===== src/rtl/frame_buffer_ctrl_if.sv =====
// rtl/frame_buffer_ctrl_if.sv - pixel input, BRAM write and buffer-select signals of the frame buffer controller
interface frame_buffer_ctrl_if #(
    parameter int ADDR_W = 17,
    parameter int DATA_W = 12
);
    logic              pix_valid;
    logic              pix_sof;
    logic [DATA_W-1:0] pix_data;
    logic              capture_en;
    logic              rd_busy;
    logic              wr_en;
    logic [ADDR_W-1:0] wr_addr;
    logic [DATA_W-1:0] wr_data;
    logic              wr_buf;
    logic              swap;
    logic              frame_err;
    logic              busy;

    // Pixel source and reader status side
    modport master (
        output pix_valid, pix_sof, pix_data, capture_en, rd_busy,
        input  wr_en, wr_addr, wr_data, wr_buf, swap, frame_err, busy
    );

    // Controller side
    modport slave (
        input  pix_valid, pix_sof, pix_data, capture_en, rd_busy,
        output wr_en, wr_addr, wr_data, wr_buf, swap, frame_err, busy
    );
endinterface


===== src/rtl/frame_buffer_ctrl.sv =====
// rtl/frame_buffer_ctrl.sv - 2:1 decimating write sequencer and ping-pong buffer arbiter
module frame_buffer_ctrl #(
    parameter int IN_W   = 640,
    parameter int IN_H   = 480,
    parameter int ADDR_W = 17,
    parameter int DATA_W = 12
) (
    input  logic                clk,
    input  logic                reset,
    frame_buffer_ctrl_if.slave  bus
);
    localparam int XW = $clog2(IN_W);
    localparam int YW = $clog2(IN_H);
    localparam logic [XW-1:0] X_LAST = XW'(IN_W - 1);
    localparam logic [YW-1:0] Y_LAST = YW'(IN_H - 1);

    typedef enum logic [1:0] {
        S_IDLE,
        S_CAPTURE,
        S_SWAP_WAIT
    } state_t;

    state_t            state_q, state_d;
    logic [XW-1:0]     x_q, x_d;
    logic [YW-1:0]     y_q, y_d;
    logic [ADDR_W-1:0] addr_q, addr_d;
    logic              wr_en_q, wr_en_d;
    logic [ADDR_W-1:0] wr_addr_q, wr_addr_d;
    logic [DATA_W-1:0] wr_data_q, wr_data_d;
    logic              wr_buf_q, wr_buf_d;
    logic              swap_q, swap_d;
    logic              frame_err_q, frame_err_d;
    logic              busy_q, busy_d;

    // Position of the pixel being accepted this cycle (a sof forces it to the origin)
    logic              take;
    logic [XW-1:0]     cx;
    logic [YW-1:0]     cy;
    logic [ADDR_W-1:0] ca;

    // State register and all registered outputs
    always_ff @(posedge clk or posedge reset) begin
        if (reset) begin
            state_q     <= S_IDLE;
            x_q         <= '0;
            y_q         <= '0;
            addr_q      <= '0;
            wr_en_q     <= 1'b0;
            wr_addr_q   <= '0;
            wr_data_q   <= '0;
            wr_buf_q    <= 1'b0;
            swap_q      <= 1'b0;
            frame_err_q <= 1'b0;
            busy_q      <= 1'b0;
        end else begin
            state_q     <= state_d;
            x_q         <= x_d;
            y_q         <= y_d;
            addr_q      <= addr_d;
            wr_en_q     <= wr_en_d;
            wr_addr_q   <= wr_addr_d;
            wr_data_q   <= wr_data_d;
            wr_buf_q    <= wr_buf_d;
            swap_q      <= swap_d;
            frame_err_q <= frame_err_d;
            busy_q      <= busy_d;
        end
    end

    // Next-state: frame sequencing, decimated write generation and buffer swap
    always_comb begin
        state_d     = state_q;
        x_d         = x_q;
        y_d         = y_q;
        addr_d      = addr_q;
        wr_en_d     = 1'b0;
        wr_addr_d   = wr_addr_q;
        wr_data_d   = wr_data_q;
        wr_buf_d    = wr_buf_q;
        swap_d      = 1'b0;
        frame_err_d = 1'b0;
        take        = 1'b0;
        cx          = x_q;
        cy          = y_q;
        ca          = addr_q;

        unique case (state_q)
            S_IDLE: begin
                if (bus.pix_valid && bus.pix_sof && bus.capture_en) begin
                    state_d = S_CAPTURE;
                    take    = 1'b1;
                    cx      = '0;
                    cy      = '0;
                    ca      = '0;
                end
            end
            S_CAPTURE: begin
                if (bus.pix_valid) begin
                    if (bus.pix_sof) begin
                        // Early start of frame: abandon the partial frame in place
                        frame_err_d = 1'b1;
                        x_d         = '0;
                        y_d         = '0;
                        addr_d      = '0;
                        if (bus.capture_en) begin
                            take = 1'b1;
                            cx   = '0;
                            cy   = '0;
                            ca   = '0;
                        end else begin
                            state_d = S_IDLE;
                        end
                    end else begin
                        take = 1'b1;
                    end
                end
            end
            S_SWAP_WAIT: begin
                // Completed frame is held until the reader releases the other buffer
                if (!bus.rd_busy) begin
                    wr_buf_d = ~wr_buf_q;
                    swap_d   = 1'b1;
                    state_d  = S_IDLE;
                end
            end
            default: begin
                state_d = S_IDLE;
            end
        endcase

        if (take) begin
            addr_d = ca;
            if (!cx[0] && !cy[0]) begin
                wr_en_d   = 1'b1;
                wr_addr_d = ca;
                wr_data_d = bus.pix_data;
                addr_d    = ca + ADDR_W'(1);
            end
            if (cx == X_LAST) begin
                x_d = '0;
                if (cy == Y_LAST) begin
                    y_d     = '0;
                    addr_d  = '0;
                    state_d = S_SWAP_WAIT;
                end else begin
                    y_d = cy + YW'(1);
                end
            end else begin
                x_d = cx + XW'(1);
                y_d = cy;
            end
        end

        busy_d = (state_d != S_IDLE);
    end

    assign bus.wr_en     = wr_en_q;
    assign bus.wr_addr   = wr_addr_q;
    assign bus.wr_data   = wr_data_q;
    assign bus.wr_buf    = wr_buf_q;
    assign bus.swap      = swap_q;
    assign bus.frame_err = frame_err_q;
    assign bus.busy      = busy_q;
endmodule

===== src/flat_wrapper.sv =====
// flat-port wrapper written by rule: the top's interface ports become plain ports
module frame_buffer_ctrl_flat 
#(
    parameter int IN_W   = 640,
    parameter int IN_H   = 480,
    parameter int ADDR_W = 17,
    parameter int DATA_W = 12
)
  (clk, reset, bus_pix_valid, bus_pix_sof, bus_pix_data, bus_capture_en, bus_rd_busy, bus_wr_en, bus_wr_addr, bus_wr_data, bus_wr_buf, bus_swap, bus_frame_err, bus_busy);
  frame_buffer_ctrl_if #(.ADDR_W(ADDR_W), .DATA_W(DATA_W)) bus_i ();
  input  logic clk;
  input  logic reset;
  input wire logic [$bits(bus_i.pix_valid)-1:0] bus_pix_valid;
  input wire logic [$bits(bus_i.pix_sof)-1:0] bus_pix_sof;
  input wire logic [$bits(bus_i.pix_data)-1:0] bus_pix_data;
  input wire logic [$bits(bus_i.capture_en)-1:0] bus_capture_en;
  input wire logic [$bits(bus_i.rd_busy)-1:0] bus_rd_busy;
  output wire logic [$bits(bus_i.wr_en)-1:0] bus_wr_en;
  output wire logic [$bits(bus_i.wr_addr)-1:0] bus_wr_addr;
  output wire logic [$bits(bus_i.wr_data)-1:0] bus_wr_data;
  output wire logic [$bits(bus_i.wr_buf)-1:0] bus_wr_buf;
  output wire logic [$bits(bus_i.swap)-1:0] bus_swap;
  output wire logic [$bits(bus_i.frame_err)-1:0] bus_frame_err;
  output wire logic [$bits(bus_i.busy)-1:0] bus_busy;
  assign bus_i.pix_valid = bus_pix_valid;
  assign bus_i.pix_sof = bus_pix_sof;
  assign bus_i.pix_data = bus_pix_data;
  assign bus_i.capture_en = bus_capture_en;
  assign bus_i.rd_busy = bus_rd_busy;
  assign bus_wr_en = bus_i.wr_en;
  assign bus_wr_addr = bus_i.wr_addr;
  assign bus_wr_data = bus_i.wr_data;
  assign bus_wr_buf = bus_i.wr_buf;
  assign bus_swap = bus_i.swap;
  assign bus_frame_err = bus_i.frame_err;
  assign bus_busy = bus_i.busy;
  frame_buffer_ctrl #(.IN_W(IN_W), .IN_H(IN_H), .ADDR_W(ADDR_W), .DATA_W(DATA_W)) u_core (.clk(clk), .reset(reset), .bus(bus_i));
endmodule

===== config.mk =====
export PLATFORM = sky130hd
export DESIGN_NAME = frame_buffer_ctrl_flat
export DESIGN_NICKNAME = d
export VERILOG_FILES = /design/src/rtl/frame_buffer_ctrl_if.sv /design/src/rtl/frame_buffer_ctrl.sv /design/src/flat_wrapper.sv
export SDC_FILE = /design/constraint.sdc
export NUM_CORES = 1
export LEC_CHECK = 0
export BUFFER_PORTS_ARGS = -buffer_cell sky130_fd_sc_hd__buf_4
export CAP_MARGIN = 20
export CORE_ASPECT_RATIO = 2
export CORE_MARGIN = 4
export CORE_UTILIZATION = 57
export CTS_CLUSTER_DIAMETER = 50
export DETAILED_ROUTE_END_ITERATION = 10
export HOLD_SLACK_MARGIN = 0.05
export PLACE_DENSITY = 0.86
export SLEW_MARGIN = 20
export SYNTH_ARGS = -nofsm -noshare
export SYNTH_HDL_FRONTEND = slang
export SYNTH_SLANG_ARGS = --single-unit

===== constraint.sdc =====
create_clock -name clk -period 3.4 [get_ports clk]
set_clock_uncertainty 0.2 [all_clocks]
set_input_delay 0.17 -clock clk [delete_from_list [all_inputs] [get_ports clk]]
set_output_delay 0.17 -clock clk [all_outputs]
set_load 0.01 [all_outputs]

==> summary.md <==
| Metric | Value |
|---|---|
| Critical path capture point type | register |
| Sequential-to-total area share from yosys stat | 0.5123 |
| Share of layout cells above drive strength 1 | 0.2251 |
| Initial antenna violation count | 0 |
| Drt wl/cell | 18.08 microns |
| Post_cts resized | 0 |
| Final wirelength | 8931 microns |
| Post-Synthesis Cells | 354 |
| FMAX | 0.3288 GHz |
| Final Max Tran Viols | 0 |
| Filler instances | 434 |
| Most common cell in the netlist | dfrtp_1 |
| Cell taking the most area after synthesis | dfrtp_1 |
| Fin nets | 447 |
| Core area | 6006 sq um |
| Root Driver | clkbuf_16 |
| Status | finished clean |
| Register Area | 1802 sq um |
| Die W | 63.55 microns |
| Tot Pwr | 0.002443 W |
| H-Tree Depth | 3 |
| DRC | 0 |
| Synthesized Nets | 375 |
| Synth cell count leaders | dfrtp_1 (72), nand2_1 (59), o21ai_0 (42) |
| Post-synth top area share | 0.5123 |
| Global-route congestion overflow total | 0 |
| Global-route wire length before repair | 14840 microns |
| PD cells | 550.9 nW/um^2 |
| Largest net degree at the start of global routing | 48 |
| Worst min path class | input pin to asynchronous set/reset pin |
| Yosys cell types | 45 |
| DP Wirelength | 5847 microns |
| Clock latency on the worst-skew pair | 0.34 ns |
| Slew Limit Headroom | 0.3243 |
| Setup TNS | 0 ns |
| CP dominant cell by count | buf_4 |
| Worst path required time | 3.43 ns |
| Boundary pin count | 52 |
| Post-synth EDFFs | 0 |
| Vias per cell | 6.283 |
| Met3 Resource Use GR | 0.05943 |
| Setup bufs post-CTS | 0 |
| Sink Count | 72 |
| CTS tree | yes |
| Hold Fails Final Rpt | 0 |
| DRT Pass-1 Iters | 4 |
| Dominant synthesized flop cell | dfrtp_1 |
| Max FO, Critical Path | 11 |
| Vias | 3104 |
| Post-Synthesis Mean Instance Area | 9.935 sq um |
| Post-layout util | 0.7383 |
| Num CTS Buffers | 9 |
| Initial Utilization | 0.5856 |
| Clk buf depth | 2 |
| Max_cap viols | 0 |
| Syn-to-layout area delta | 26.08% |
| Worst Tran Pin Value | 1.007 ns |
| Top post-synthesis cells by area | dfrtp_1 (51%), nand2_1 (6.3%), o21ai_0 (6.0%), mux2_2 (4.2%), nand3_1 (2.7%) |
| RSZ-0062 raised after global routing | no |
| M2 GR Usage | 0.4512 |
| Reg clk slew, reported paths | 0.05 ns |
| Die H | 119.1 microns |
| Synthesis-stage register bit count | 72 |
| Gpl congestion | 0.8922 |
| Static Leak | 2.027 nW |
| Post-synth ARST share | 1.000 |
| Synth Cell Area | 3517 sq um |
| Final ANT Viol Nets | 0 |
| Starting DRT DRC Count | 192 |
| Met1 usage | 0.2623 |
| Peak supply drop | 0.2791 mV |
| Synth Warn # | 0 |
| Worst Setup Start Kind | input pin |
| Fin crit period | 3.042 ns |
| Multi-input logic area | 1595 sq um |
| CTS hold repair buffers | 17 |
| Vias in the first global route | 3113 |
| Critical path cell sequence | dlygate4sd3_1 -> buf_4 -> nand4b_1 -> and2_1 -> ha_1 -> or3b_2 -> nor4b_2 -> buf_4 -> and4_1 -> o21ai_0 -> a32o_1 |
| Crit Path Class | input pin to register |
| CP max stage cell | dlygate4sd3_1 |
| Setup violators final | 0 |
| Crit path largest cell delay | 0.54 ns |
| Die area | 7568 sq um |
| Overall Global Routing Usage | 0.2524 |
| Port buffer count | 51 |
| ANT cells | 0 |
| Global route hottest layer | met2 |
| Fin crit share | 0.8946 |
| Rows | 40 |
| CP arrival | 3.07 ns |
[cell usage in the layout (no fill, tap or decap), types with 4 or more instances in the layout]
| cell | synthesis | routed |
|---|---|---|
| nand2_1 | 59 | 59 |
| nor3_1 | 5 | 5 |
| a32o_1 | 7 | 7 |
| nor2_1 | 9 | 9 |
| nand4_1 | 5 | 5 |
| nand3_1 | 19 | 19 |
| a31oi_1 | 9 | 9 |
| o21ai_0 | 42 | 41 |
| a21oi_1 | 11 | 11 |
| and2_1 | 10 | 10 |
| a22o_1 | 5 | 5 |
| clkbuf_16 | 0 | 9 |
| a41oi_1 | 4 | 4 |
| buf_4 | 0 | 60 |
| o31ai_1 | 5 | 5 |
| nand3b_1 | 4 | 4 |
| mux2_2 | 13 | 13 |
| clkbuf_8 | 0 | 5 |
| dfrtp_1 | 72 | 72 |
| inv_1 | 9 | 8 |
| dlygate4sd3_1 | 0 | 17 |
| and3_1 | 7 | 7 |
| a21o_1 | 7 | 7 |
[critical path: cells and delay by family]
family                   cells  cell delay (ns)
AND/OR/NAND/NOR              5             1.52
buffers and inverters        3             0.88
AO/OA/AOI/OAI                2             0.32
adder cells (fa/ha/maj)      1             0.19
[cell families after synthesis]
family | after synthesis | synth area share
adder cells (fa/ha/maj) | 3 | 0.01067
buffers and inverters | 25 | 0.03415
multiplexers | 14 | 0.04447
flip-flops | 72 | 0.5123
AND/OR/NAND/NOR | 141 | 0.2181
XOR/XNOR | 2 | 0.004981
AO/OA/AOI/OAI | 97 | 0.1754
[sequential cells by signal, indices dropped and copies added (netlist names)]
register              flops
u_core.bus.wr_buf         1
u_core.x_q               10
u_core.bus.wr_en          1
u_core.y_q                9
u_core.bus.wr_addr       17
u_core.bus.swap           1
u_core.addr_q            17
u_core.bus.frame_err      1
u_core.bus.busy           1
u_core.state_q            2
u_core.bus.wr_data       12
[area by class of cell]
type | instances | share of cell area
repair buffers | 77 | 0.1400
flip-flops and latches | 72 | 0.4063
clock inverters | 2 | 0.002257
well taps | 63 | 0.01778
inverters | 9 | 0.007619
multi-input cells | 257 | 0.3598
clock buffers | 14 | 0.06631
[through the flow]
step | std cells | instance area [sq um] | setup WS (ns) | hold slack (ns)
finish | 494 | 4434 | 0.3585 | 0.2483
CTS | 494 | 4434 | 0.3911 | 0.2580
detailed placement | 461 | 3960 | 0.4588 | 0.04751
global route | 494 | 4434 | 0.1128 | 0.3009
floorplan | 354 | 3517 | 0.5504 | 0.05672
global placement | 461 | 3960 | 0.5924 | 0.03684
[metal layers]
metal,wire length [microns],share of wire
met1,3205,0.36
met2,4943,0.55
met3,484,0.054
met4,298,0.033
met5,0,0
[where the power goes]
| group | internal (W) | switching, W |
|---|---|---|
| Clock | 0.000591 | 0.000344 |
| Sequential | 0.000963 | 0.0000747 |
| Combinational | 0.000232 | 0.000238 |
[path summary, 6_finish.rpt]
path                                   startpoint           endpoint  slack, ns  cells past startpoint
min in group clk                u_core.bus.wr_buf  u_core.bus.wr_buf       0.27                      1
max in group asynchronous                   reset      u_core.x_q[1]       1.76                      4
worst min register to register  u_core.bus.wr_buf  u_core.bus.wr_buf       0.27                      1
worst max-delay path                  bus_pix_sof  u_core.addr_q[16]       0.36                     11
worst min-delay path                        reset      u_core.y_q[6]       0.25                      3
worst max register to register  u_core.state_q[1]  u_core.addr_q[13]       0.40                      8
Power figures use the tool's default switching activity.
